File: config.mk
export PLATFORM = sky130hd
export DESIGN_NAME = button_debounce
export DESIGN_NICKNAME = d
export VERILOG_FILES = /design/src/rtl/button_debounce.sv
export SDC_FILE = /design/constraint.sdc
export NUM_CORES = 1
export LEC_CHECK = 0
export CORE_MARGIN = 5
export CORE_UTILIZATION = 40
export DETAILED_ROUTE_END_ITERATION = 8
export SLEW_MARGIN = 10
export SYNTH_ARGS = -nofsm -noshare
export SYNTH_HDL_FRONTEND = slang
export SYNTH_SLANG_ARGS = --single-unit
File: constraint.sdc
create_clock -name wb_clk_i -period 6.21 [get_ports wb_clk_i]
set_input_delay 1.242 -clock wb_clk_i [delete_from_list [all_inputs] [get_ports wb_clk_i]]
set_output_delay 1.242 -clock wb_clk_i [all_outputs]
set_load 0.005 [all_outputs]
File: src/rtl/button_debounce.sv
// Raw button conditioning: 2-flop synchronizer and stable-time debounce per bit,
// plus press/release pulses, sticky press flags and a wrapping press counter.
module button_debounce #(
  parameter int NUM_BUTTONS     = 3,
  parameter int DEBOUNCE_CYCLES = 100,
  parameter int CNT_W           = 16
) (
  input  logic                   wb_clk_i,
  input  logic                   wb_rst_i,
  input  logic [NUM_BUTTONS-1:0] buttons_i,
  output logic [NUM_BUTTONS-1:0] buttons_o,
  output logic [NUM_BUTTONS-1:0] press_o,
  output logic [NUM_BUTTONS-1:0] release_o,
  output logic [NUM_BUTTONS-1:0] event_o,
  input  logic [NUM_BUTTONS-1:0] event_clr_i,
  output logic [7:0]             press_count_o,
  input  logic                   count_clr_i
);

  localparam logic [CNT_W-1:0] CNT_MAX = CNT_W'(DEBOUNCE_CYCLES - 1);

  logic [NUM_BUTTONS-1:0] sync1_reg;
  logic [NUM_BUTTONS-1:0] sync2_reg;
  logic [NUM_BUTTONS-1:0] stable_reg;
  logic [NUM_BUTTONS-1:0] stable_next;
  logic [NUM_BUTTONS-1:0] press_reg;
  logic [NUM_BUTTONS-1:0] press_next;
  logic [NUM_BUTTONS-1:0] release_reg;
  logic [NUM_BUTTONS-1:0] release_next;
  logic [NUM_BUTTONS-1:0] event_reg;
  logic [NUM_BUTTONS-1:0] event_next;
  logic [7:0]             count_reg;
  logic [7:0]             count_next;
  logic [7:0]             press_pop;

  always_ff @(posedge wb_clk_i) begin
    if (wb_rst_i) begin
      sync1_reg <= '0;
      sync2_reg <= '0;
    end else begin
      sync1_reg <= buttons_i;
      sync2_reg <= sync1_reg;
    end
  end

  genvar gi;
  generate
    for (gi = 0; gi < NUM_BUTTONS; gi++) begin : g_btn
      logic [CNT_W-1:0] cnt_reg;
      logic [CNT_W-1:0] cnt_next;
      logic             differs;

      // The count only advances while the synchronized level disagrees with
      // the debounced one; any agreement restarts it from zero.
      assign differs          = sync2_reg[gi] != stable_reg[gi];
      assign stable_next[gi]  = (differs && cnt_reg == CNT_MAX) ? sync2_reg[gi] : stable_reg[gi];
      assign cnt_next         = (!differs || cnt_reg == CNT_MAX) ? '0 : cnt_reg + CNT_W'(1);
      assign press_next[gi]   = stable_next[gi] & ~stable_reg[gi];
      assign release_next[gi] = ~stable_next[gi] & stable_reg[gi];

      always_ff @(posedge wb_clk_i) begin
        if (wb_rst_i) begin
          cnt_reg <= '0;
        end else begin
          cnt_reg <= cnt_next;
        end
      end
    end
  endgenerate

  always_comb begin
    press_pop = '0;
    for (int i = 0; i < NUM_BUTTONS; i++) begin
      press_pop = press_pop + 8'(press_next[i]);
    end
  end

  // A new press sets the flag even when a clear arrives in the same cycle.
  assign event_next = press_next | (event_reg & ~event_clr_i);
  assign count_next = (count_clr_i ? 8'd0 : count_reg) + press_pop;

  always_ff @(posedge wb_clk_i) begin
    if (wb_rst_i) begin
      stable_reg  <= '0;
      press_reg   <= '0;
      release_reg <= '0;
      event_reg   <= '0;
      count_reg   <= '0;
    end else begin
      stable_reg  <= stable_next;
      press_reg   <= press_next;
      release_reg <= release_next;
      event_reg   <= event_next;
      count_reg   <= count_next;
    end
  end

  assign buttons_o     = stable_reg;
  assign press_o       = press_reg;
  assign release_o     = release_reg;
  assign event_o       = event_reg;
  assign press_count_o = count_reg;

endmodule

==> run metrics, run 1 <==
GRT overflow=0; post-route fraction of the period consumed by the critical path=50.72%; number of buffers inserted for hold repair after clock tree synthesis=0; later-pin clock latency in the skew report=0.34 ns; Worst Setup End Kind=register; Crit path required time=6.42 ns; worst hold-check path type=reg -> reg; die width=99.12 µm; Cell Area, Synth=3177 µm²; total length of routed wires=5.683 mm; placed instance count=464; syn_area_per_cell=9.289 µm²; 1st-pass router iterations=4; number of cells on the worst reg-to-reg path=12; proportion of total power due to net switching=20.22%; register share of total power=56.1%; Hold EP=sync2_reg[1]; total of warnings raised by yosys=0; fill cell instance count of the final layout=755; Setup WS post-layout=3.061 ns; Layout Area Growth over Synthesis=17.61%; placeable core area=7727 µm²; buffer levels on the longest clock path=2; cells along the critical path=clkdlybuf4s50_1, nor2b_1, ha_1, ha_1, inv_1, fa_1, nor3b_1, xnor2_1, nor3_1; sum of negative setup slack=0 ns; number of clock buffers inserted by TritonCTS=9; most congested layer reported by global routing=met2; critical setup path kind=in -> reg; flip-flop count of the largest register after layout=48; wire length of the first global-routing pass=10.12 mm; met2 track demand over resource in global routing=20.40%; number of vias in the routed layout=2352; time the final worst path needs with I/O delays and setup=3.149 ns; predominant post-synthesis flop cell=sky130_fd_sc_hd__dfxtp_1; EDFF count, synth=0; worst r2r dst=press_count_o[6]; number of antenna violations at the first check in global routing=0; NumNets Final=389; number of gates resized after cts=0; slowest stage cell, crit path=sky130_fd_sc_hd__clkdlybuf4s50_1; Hold Violations, Final=0; number of distinct library cells after synthesis=42; buffer and inverter count on the worst path=2; Mapped Cells=342; overall routing resource usage=12.49%; worst vdd ir=145.6 µV; power density over the cells=227.9 nW/µm²; number of cells in the finished layout apart from fillers=479; starting utilization of the core area=41.11%; clock root buffer=sky130_fd_sc_hd__clkbuf_8; RSZ-0062 raised after global routing=false; Post-synth ARST share=0%; part of the Yosys area used for sequential elements=46.63%; pin slew with the least headroom to its limit=0.5021 ns; num rows=32; final instance area=3736 µm²; post-DP HPWL=3.934 mm; count of state elements after synthesis=74; Hold Path Stages=1; maximum cell stage delay along the critical path=0.64 ns; core occupancy in the finished layout=48.35%; combinational group share of total power=1.8%; TritonCTS clock tree=yes; net count after synthesis=358; worst slack, placed=2.705 ns; per-cell via count in the routed design=4.910; total die area=9824 µm²; maximum level of the CTS H-tree=3; standby leakage power=1.196 nW; Clock transition at path regs=0.07 ns; crit path max fanout=9; Final Max Tran Viols=0; part of the power in the clock network=42.1%; Reg-to-Reg Start=g_btn[0].cnt_reg[0]; number of clock sinks=74; most common library cell in the layout ignoring fill and taps=sky130_fd_sc_hd__dfxtp_1; number of buffers inserted to repair setup after CTS=0; number of endpoints failing setup at the final stage=0; Top delay family on crit path=adder cells; global routing usage on met3=5.470%; final estimated routing congestion in global placement=0.7774; Max-cap violations=0; initial detailed-routing violation count=62; pin count of the biggest net entering global routing=29; achievable clock frequency=0.3175 GHz; via count of the first global-routing pass=2305; count of input and output buffers=28; reg-to-reg slack, setup=3.17 ns; P_sw=172.2 µW; Die Span Y=99.12 µm; met1 GRT Util=14.86%; Ant. Diodes=0; Clock Skew=0.007046 ns; commonest cells after routing, fill and taps aside=sky130_fd_sc_hd__dfxtp_1, sky130_fd_sc_hd__nor2_1, sky130_fd_sc_hd__xnor2_1; cell internal power dissipation=679.3 µW; status=finished clean; Placement Cell Area=3550 µm²; relative slew slack=66.45%; startpoint of the worst hold path=sync1_reg[1]; fraction of layout cells with a size suffix above 1=7.427%; crit start category=primary input; CP dominant cell by count=sky130_fd_sc_hd__ha_1; final antenna-violating net count=0; DRC=0; Critical Path AT=3.36 ns; Top Ports=29; average wire per cell in the routed design=11.86 µm
logic make-up (layout without fill, tap and decap cells):
group | count (synthesis) | in the layout | synth area share, %
XOR/XNOR | 48 | 48 | 13.23
AO/OA/AOI/OAI | 12 | 12 | 2.403
multiplexers | 3 | 3 | 0.9453
flip-flops | 74 | 74 | 46.63
adder cells (fa/ha/maj) | 7 | 7 | 2.993
AND/OR/NAND/NOR | 180 | 180 | 31.39
buffers and inverters | 18 | 53 | 2.402
synth_stat cells (9+ instances only):
library cell	n	area, µm²
sky130_fd_sc_hd__nor2b_1	13	81.33
sky130_fd_sc_hd__nor3_1	17	85.08
sky130_fd_sc_hd__xnor2_1	31	271.5
sky130_fd_sc_hd__nand2_1	13	48.80
sky130_fd_sc_hd__xor2_1	17	148.9
sky130_fd_sc_hd__dfxtp_1	74	1481
sky130_fd_sc_hd__nor2_1	57	214.0
sky130_fd_sc_hd__nor4_1	13	81.33
sky130_fd_sc_hd__nand4_1	14	87.58
sky130_fd_sc_hd__nand3_1	18	90.09
sky130_fd_sc_hd__inv_1	9	33.78
layer usage:
metal / part of all wire, % / vias to the layer above
met1: 49 / 1069
met3: 4.4 / 9
met5: 0 / -
met4: 1.4 / 0
li1: - / 1234
met2: 45 / 40
final cells by class:
class                      instances  area (µm²)  share of cell area (%)
inverter                           9       33.78                  0.9042
clock buffer                      13       148.9                   3.985
tap                              102       127.6                   3.416
clock inverter                     2       37.54                   1.005
timing repair buffer              29       287.8                   7.703
sequential                        74        1481                   39.65
multi-input combinational        250        1619                   43.34
power by group through the flow:
stage,combinational (mW),clock [mW],sequential [mW]
3_5_place_dp,0.0154,0,0.489
3_3_place_gp,0.0153,0,0.489
5_1_grt,0.0167,0.396,0.478
2_1_floorplan,0.00866,0,0.489
4_1_cts,0.0153,0.372,0.478
6_report,0.0150,0.358,0.478
through the flow:
stage          hold slack, ns  total power [mW]
2_1_floorplan          0.4138            0.4974
6_report               0.4324            0.8515
4_1_cts                0.4362            0.8655
3_5_place_dp           0.4314            0.5044
3_3_place_gp           0.4183            0.5043
5_1_grt                0.4585            0.8913
worst register-to-register path: cells and delay by family, from the launching register on:
kind	cells	cell delay, ns
buffers and inverters	1	0.06
xor gates and xnor gates	2	0.26
adders and majority gates	4	1.12
and+or+nand+nor	5	1.08
DFF	1	0.40
worst max-delay path by stage:
stage,startpoint,slack (ns),cells after the start,end
CTS,count_clr_i,3.07,9,press_count_o[6]
detailed placement,count_clr_i,2.70,9,press_count_o[6]
global route,g_btn[0].cnt_reg[0],2.83,12,press_count_o[6]
finish,count_clr_i,3.06,9,press_count_o[6]
floorplan,count_clr_i,3.26,9,press_count_o[6]
global placement,count_clr_i,2.76,9,press_count_o[6]
No activity file was read; power rests on OpenSTA's default activity.
==> run 2, diff against run 1 <==
==> constraint.sdc (replaced) <==
create_clock -name wb_clk_i -period 3.2 [get_ports wb_clk_i]
set_input_delay 0.64 -clock wb_clk_i [delete_from_list [all_inputs] [get_ports wb_clk_i]]
set_output_delay 0.64 -clock wb_clk_i [all_outputs]
set_load 0.005 [all_outputs]
==> run metrics, run 2 (same netlist as run 1, synthesis figures left out) <==
maximum cell stage delay along the critical path=0.42 ns; Crit path required time=3.43 ns; post-DP HPWL=4.074 mm; most common library cell in the layout ignoring fill and taps=sky130_fd_sc_hd__dfxtp_1; Worst Setup End Kind=register; status=finished clean; crit start category=register; wire length of the first global-routing pass=10.52 mm; NumNets Final=392; crit path max fanout=5; later-pin clock latency in the skew report=0.34 ns; total length of routed wires=5.915 mm; num rows=32; Max-cap violations=0; overall power of the completed layout=1.739 mW; total die area=9824 µm²; RSZ-0062 raised after global routing=false; worst hold-check path type=reg -> reg; cells along the critical path=ha_1, and3_1, nand4_2, nor3b_4, xor2_1, ha_1, ha_1, inv_1, fa_1, nor3b_1, xnor2_1, nor3_1; Die Span Y=99.12 µm; Layout Area Growth over Synthesis=19.57%; CP dominant cell by count=sky130_fd_sc_hd__ha_1; relative slew slack=61.71%; DRC=0; post-route fraction of the period consumed by the critical path=92.18%; pin slew with the least headroom to its limit=0.5726 ns; number of antenna violations at the first check in global routing=0; overall routing resource usage=12.83%; buffer levels on the longest clock path=2; maximum level of the CTS H-tree=3; number of endpoints failing setup at the final stage=0; GRT overflow=0; standby leakage power=1.236 nW; clock root buffer=sky130_fd_sc_hd__clkbuf_8; starting utilization of the core area=41.11%; Top Ports=29; initial detailed-routing violation count=43; final antenna-violating net count=0; time the final worst path needs with I/O delays and setup=2.950 ns; slowest stage cell, crit path=sky130_fd_sc_hd__fa_1; commonest cells after routing, fill and taps aside=sky130_fd_sc_hd__dfxtp_1, sky130_fd_sc_hd__nor2_1, sky130_fd_sc_hd__xnor2_1; placeable core area=7727 µm²; worst vdd ir=312.3 µV; final estimated routing congestion in global placement=0.7466; flip-flop count of the largest register after layout=48; power density over the cells=457.9 nW/µm²; sum of negative setup slack=0 ns; pin count of the biggest net entering global routing=18; Final Max Tran Viols=0; Hold Violations, Final=0; TritonCTS clock tree=yes; Clock transition at path regs=0.07 ns; average wire per cell in the routed design=12.25 µm; count of input and output buffers=28; Ant. Diodes=0; achievable clock frequency=0.3390 GHz; fill cell instance count of the final layout=723; number of vias in the routed layout=2402; per-cell via count in the routed design=4.973; via count of the first global-routing pass=2358; Critical Path AT=3.18 ns; Clock Skew=0.01406 ns; die width=99.12 µm; critical setup path kind=reg -> reg; number of clock sinks=74; number of clock buffers inserted by TritonCTS=9; 1st-pass router iterations=4; fraction of layout cells with a size suffix above 1=9.186%
[run 2: changes by cell type in the layout (fill, tap and decap cells not counted), sizes merged]
cell	change
clkinvlp	-1
clkbuf	-1
inv	+2
clkinv	+1
buf	+3
[run 2: cell type report]
class	instances	area (µm²)	share of cell area (%)
well taps	102	127.6	3.360
clock buffers	12	165.2	4.348
multi-input cells	250	1624	42.75
clock inverters	4	56.30	1.482
repair buffers	32	310.3	8.169
flip-flops and latches	74	1481	39.00
inverters	9	33.78	0.8893
[run 2: stage by stage]
stage	worst slack [ns]	util (%)	hold slack [ns]	cells	area [µm²]
global placement	0.3129	46.03	0.4223	465	3557
CTS	0.1783	48.90	0.4432	481	3779
global route	0.01001	49.16	0.4728	483	3799
detailed placement	0.2115	46.03	0.4258	465	3557
floorplan	0.4611	-	0.4138	342	3177
finish	0.2504	49.16	0.4419	483	3799
[run 2: what timing repair did]
| action | CTS | global route |
|---|---|---|
| setup buffers | 0 | 2 |
| resized for setup | 0 | 1 |
| hold endpoints to repair | 0 | 0 |
| endpoints found under the setup margin | 0 | 2 |
| hold buffers | 0 | 0 |
[run 2: worst paths after layout]
kind | start | slack [ns] | cells after the start | to
setup reg to reg | g_btn[0].cnt_reg[0] | 0.25 | 12 | press_count_o[6]
setup / recovery | g_btn[0].cnt_reg[0] | 0.25 | 12 | press_count_o[6]
hold / removal | sync1_reg[0] | 0.44 | 1 | sync2_reg[0]
hold reg to reg | sync1_reg[0] | 0.44 | 1 | sync2_reg[0]
[run 2: routing by layer]
| metal | vias to the layer above | GRT usage, % | wire (µm) |
|---|---|---|---|
| li1 | 1245 | - | - |
| met2 | 34 | 20.66 | 2776 |
| met1 | 1112 | 16.24 | 2838 |
| met4 | 0 | 4.517 | 116 |
| met3 | 11 | 3.997 | 184 |
| met5 | - | 0 | 0 |
[run 2: where the power goes]
group | total, mW | internal (mW) | switching (mW)
Sequential | 0.927 | 0.925 | 0.00286
Combinational | 0.0304 | 0.0154 | 0.0149
Clock | 0.782 | 0.431 | 0.350
[run 2: worst max-delay path, delay by kind of cell (launching register included)]
kind	cells	cell delay, ns
adder cells (fa/ha/maj)	4	1.15
flip-flops	1	0.39
buffers and inverters	1	0.06
XOR/XNOR	2	0.24
AND/OR/NAND/NOR	5	1.00
